**src/rtl/fetch_pkg.sv**
```systemverilog
// fetch_pkg: shared widths, reset vector and fetch state encoding
package fetch_pkg;
  localparam int ADDR_W = 11;
  localparam int INSTR_W = 16;
  localparam int STACK_DEPTH = 16;
  localparam logic [ADDR_W-1:0] RESET_VECTOR = 11'h000;
  typedef enum logic [1:0] {BOOT, RUN, HALT} fetch_state_t;
endpackage

```
**src/rtl/fetch_unit_call_stack.sv**
```systemverilog
// call_stack: LIFO of return addresses with full/empty flags
module call_stack #(
  parameter int DEPTH = 16,
  parameter int W = 11
) (
  input  logic         clk,
  input  logic         rst,
  input  logic         push,
  input  logic         pop,
  input  logic [W-1:0] push_data,
  output logic [W-1:0] top,
  output logic         full,
  output logic         empty
);
  localparam int IW = $clog2(DEPTH);
  logic [W-1:0] mem [DEPTH];
  logic [IW:0] ptr;
  logic [IW-1:0] top_idx;
  assign top_idx = ptr[IW-1:0] - IW'(1);
  assign top = mem[top_idx];
  assign full = ptr == (IW+1)'(DEPTH);
  assign empty = ptr == '0;
  // reset only empties the pointer; stored entries are left as they are
  always_ff @(posedge clk)
    if (rst) ptr <= '0;
    else if (push && !full) begin
      mem[ptr[IW-1:0]] <= push_data;
      ptr <= ptr + 1'b1;
    end else if (pop && !empty) ptr <= ptr - 1'b1;
endmodule

```
**src/rtl/fetch_unit.sv**
```systemverilog
// fetch_unit: PC register, next-address select and return stack for the instruction memory
module fetch_unit #(
  parameter int ADDR_W = fetch_pkg::ADDR_W,
  parameter int INSTR_W = fetch_pkg::INSTR_W,
  parameter int STACK_DEPTH = fetch_pkg::STACK_DEPTH,
  parameter logic [ADDR_W-1:0] RESET_VECTOR = fetch_pkg::RESET_VECTOR
) (
  input  logic               clk,
  input  logic               rst,
  input  logic               stall,
  input  logic               halt,
  input  logic               jump,
  input  logic               call,
  input  logic               ret,
  input  logic [ADDR_W-1:0]  jump_addr,
  output logic [ADDR_W-1:0]  address,
  input  logic [INSTR_W-1:0] instruction_in,
  output logic [INSTR_W-1:0] instr_out,
  output logic [ADDR_W-1:0]  instr_pc,
  output logic               instr_valid,
  output logic               stack_err,
  output logic               halted
);
  import fetch_pkg::*;
  fetch_state_t state;
  logic [ADDR_W-1:0] pc, pc_inc, next_pc, top;
  logic run, push, pop, full, empty;
  assign run = state == RUN && !halt && !stall;
  assign pc_inc = pc + ADDR_W'(1);
  assign push = run && call && !ret;
  assign pop = run && ret;
  // redirect priority: stall, ret (falls through when empty), call/jump, sequential
  always_comb next_pc = stall ? pc : ret ? (empty ? pc_inc : top) : (call || jump) ? jump_addr : pc_inc;
  // address is combinational so redirects cost no bubble; halt freezes it at pc
  always_comb address = (rst || state == BOOT) ? RESET_VECTOR : (state == HALT || halt) ? pc : next_pc;
  assign instr_out = instruction_in;
  assign instr_pc = pc;
  assign instr_valid = state == RUN;
  assign halted = state == HALT;
  call_stack #(.DEPTH(STACK_DEPTH), .W(ADDR_W)) u_stack (
    .clk(clk),
    .rst(rst),
    .push(push),
    .pop(pop),
    .push_data(pc_inc),
    .top(top),
    .full(full),
    .empty(empty)
  );
  // state machine, PC tracking the issued address, sticky stack error
  always_ff @(posedge clk)
    if (rst) begin
      state <= BOOT;
      pc <= RESET_VECTOR;
      stack_err <= 1'b0;
    end else begin
      state <= (state == BOOT) ? RUN : (state == RUN && halt) ? HALT : state;
      pc <= address;
      stack_err <= stack_err || (push && full) || (pop && empty);
    end
endmodule

```
**config.mk**
```make
export PLATFORM = sky130hd
export DESIGN_NAME = fetch_unit
export DESIGN_NICKNAME = d
export VERILOG_FILES = /design/src/rtl/fetch_pkg.sv /design/src/rtl/fetch_unit_call_stack.sv /design/src/rtl/fetch_unit.sv
export SDC_FILE = /design/constraint.sdc
export NUM_CORES = 1
export LEC_CHECK = 0
export CELL_PAD_IN_SITES_DETAIL_PLACEMENT = 1
export CELL_PAD_IN_SITES_GLOBAL_PLACEMENT = 1
export CORE_UTILIZATION = 45
export DETAILED_ROUTE_END_ITERATION = 6
export GPL_ROUTABILITY_DRIVEN = 0
export PLACE_DENSITY = 0.83
export REMOVE_ABC_BUFFERS = 1
export SLEW_MARGIN = 20
export SYNTH_ARGS = -nofsm -noshare
export SYNTH_HDL_FRONTEND = slang
export SYNTH_SLANG_ARGS = --single-unit
```
**constraint.sdc**
```tcl
create_clock -name clk -period 4.1 [get_ports clk]
set_input_delay 0.82 -clock clk [delete_from_list [all_inputs] [get_ports clk]]
set_output_delay 0.82 -clock clk [all_outputs]
set_load 0.1 [all_outputs]
```
==> impl_metrics.json <==
{
  "use_met1": 0.303,
  "clockBufferDepth": 2,
  "avgRoutedWirePerCell_um": 26.0,
  "numCtsBuffers": 17,
  "ant_nets": 0,
  "fp.coreArea_sq_mm": 0.0188,
  "floorplan.rows": 50,
  "placed_cells": 836,
  "fmax_mhz": 250,
  "syn_area_per_cell_sq_um": 15.3,
  "synth.distinct_cells": 55,
  "io_pins": 75,
  "ctsHoldBuffers": 0,
  "worstPathRequired_ps": 3280,
  "n_antenna_cell": 0,
  "port_buffers": 42,
  "firstDrtPassIters": 5,
  "path_class": "flop to output pin",
  "grt.met3_usage": 0.0455,
  "cts-root-buf": "clkbuf_16",
  "wl_um": 22600,
  "gr-total-overflow": 0,
  "route.detailed.drc": 0,
  "initial_core_util": 0.459,
  "final_cell_mix": "edfxtp_1, nand2_1, mux4_2",
  "power.leakage_nw": 3.37,
  "grt_max_degree": 46,
  "final_nets": 666,
  "hp-class": "flop to flop",
  "seq_area_frac_synth": 0.657,
  "hold-worst-slack_ps": 501,
  "synthArstFlopShare": 0,
  "cts_htree_levels": 4,
  "postSynthCellCount": 563,
  "max_slew.worst_pin.slew_ps": 987,
  "via_count": 5395,
  "grt.busiest_layer": "met2",
  "r2r_start": "u_stack.ptr[2]$_SDFFE_PP0P_",
  "clk_latency_ps": 430,
  "hold_viol_final": 0,
  "critical_path_peak_fanout": 22,
  "final_core_util": 0.545,
  "syn_to_final_growth_pct": 18.6,
  "post-cts-setup-buffers": 0,
  "outcome": "completed",
  "clock_skew_ps": 13.2,
  "report.final.slew_viol_count": 0,
  "worst_slack_ps": 95.4,
  "clock_sinks": 195,
  "final-setup-viol-count": 0,
  "crit_path_start_kind": "flop",
  "grt_pass1_vias": 5687,
  "grt_pass1_wl_um": 34500,
  "design_area_sq_mm": 0.0102,
  "dieArea_sq_mm": 0.0197,
  "drtIter0Drc": 419,
  "powerDensity_mw_per_mm2": 409,
  "hold-path-cell-count": 2,
  "hold_path_end": "stack_err$_SDFF_PP0_",
  "cts_tree": "built",
  "syn_area_sq_mm": 0.00862,
  "ys.flop_type": "edfxtp_1",
  "rsz0062_at_grt": "no",
  "grt_usage": 0.239,
  "r2r_slack_ps": 1150,
  "maxCapViolations": 0,
  "drive_above_1_share": 0.243,
  "crit_arrival_ps": 3180,
  "synth_edf_count": 176,
  "post-route-period-util": 0.977,
  "rr_worst_depth": 8,
  "use_met2": 0.413,
  "dp_hpwl_um": 15000,
  "placed_cell_area_sq_mm": 0.00954,
  "layout_commonest_cell": "edfxtp_1",
  "viasPerCell": 6.21,
  "die_h_um": 140,
  "yosys_warnings": 0,
  "clk_pin_slew_ps": 70,
  "end_kind": "output pin",
  "maxSlewHeadroom": 0.340,
  "antenna_found_initial": 0,
  "ys_ff_latch": 195,
  "r2r-end": "u_stack.ptr[4]$_SDFFE_PP0P_",
  "peakVddDrop_mv": 0.240,
  "period_needed_ps": 4000,
  "dp_slack_ps": 200,
  "die_x_um": 140,
  "fin_cells": 869,
  "worstHoldStart": "stack_err$_SDFF_PP0_"
}
-- report_power, final --
| part | switching [mW] | leakage [nW] | total [mW] | internal (mW) |
|---|---|---|---|---|
| clock network | 0.805 | 0.284 | 1.68 | 0.872 |
| logic | 0.212 | 1.32 | 0.335 | 0.122 |
| registers | 0.0149 | 1.77 | 2.17 | 2.16 |
| total | 1.03 | 3.37 | 4.18 | 3.15 |
-- through the flow --
stage / TNS, ps / power, mW
detailed placement: 0 / 2.54
CTS: 0 / 4.19
global route: 0 / 4.29
finish: 0 / 4.18
global placement: 0 / 2.53
floorplan: -86580 / 2.41
-- layer usage --
| layer | vias up | routed length [um] |
|---|---|---|
| met5 | - | 0 |
| met4 | 0 | 482 |
| met3 | 38 | 1310 |
| met2 | 236 | 11600 |
| met1 | 2807 | 9210 |
| li1 | 2314 | - |
-- how the worst max path moves through the flow --
stage                   to                         from  slack, ps  cells past startpoint
3_5_place_dp    address[6]                         halt        200                      7
2_1_floorplan   address[5]  u_stack.ptr[0]$_SDFFE_PP0P_      -5660                      7
3_3_place_gp    address[6]                         halt        280                      7
6_report        address[5]  u_stack.ptr[0]$_SDFFE_PP0P_        100                     10
5_1_grt        address[10]       instr_pc[1]$_SDFF_PP0_         10                      8
4_1_cts         address[5]  u_stack.ptr[0]$_SDFFE_PP0P_         20                     10
-- area by class of cell --
cell class	instances	area, sq um
clock buffer	18	429
inverter	11	41.3
multi-input combinational	314	2740
fill	1782	8540
timing repair buffer	83	891
sequential	195	5670
clock inverter	14	164
tap	234	293
-- worst max-delay path, stage by stage (launching register included) --
cell       delay (ps)
dfxtp_4           430
inv_1             120
ha_2              430
buf_12            210
mux4_2            340
mux2i_1           200
o21ai_0           140
nor4_2            430
a2111oi_2         110
buf_4             160
buf_12            160
-- state kept, by name, summed over array words and instances, names as in the netlist --
| signal | cells |
|---|---|
| stack_err | 1 |
| state | 2 |
| instr_pc | 11 |
| u_stack.mem | 176 |
| u_stack.ptr | 5 |
-- cell usage after synthesis (5+ instances only) --
cell type	count	area [sq um]
buf_2	14	70.1
nand3_1	6	30.0
a211oi_1	6	45.0
a21oi_1	35	175
nor2_1	39	146
nor3_1	11	55.1
a221oi_1	5	43.8
mux4_2	43	968
clkbuf_1	8	30.0
mux2i_1	11	110
inv_1	10	37.5
buf_4	19	143
xnor2_1	10	87.6
edfxtp_1	176	5290
ha_1	9	113
nand2_1	55	206
o31a_1	6	52.6
dfxtp_1	19	380
o21ai_0	16	80.1
-- repair_timing --
| item | 4_1_cts | 5_1_grt |
|---|---|---|
| resized for setup | 4 | 7 |
| gates cloned | 0 | 1 |
| pin swaps | 0 | 1 |
| endpoints found under the setup margin | 2 | 4 |
-- kinds of logic (layout without fill, tap and decap cells) --
| family | Yosys count | after routing | share of synthesized area |
|---|---|---|---|
| mux | 54 | 54 | 0.125 |
| compound gates | 103 | 103 | 0.0803 |
| buf+inv | 54 | 126 | 0.0348 |
| flops | 195 | 195 | 0.657 |
| simple gates | 132 | 132 | 0.0711 |
| fa+ha+maj | 10 | 10 | 0.0154 |
| xor+xnor | 15 | 15 | 0.0161 |
No activity file was read; power rests on OpenSTA's default activity.
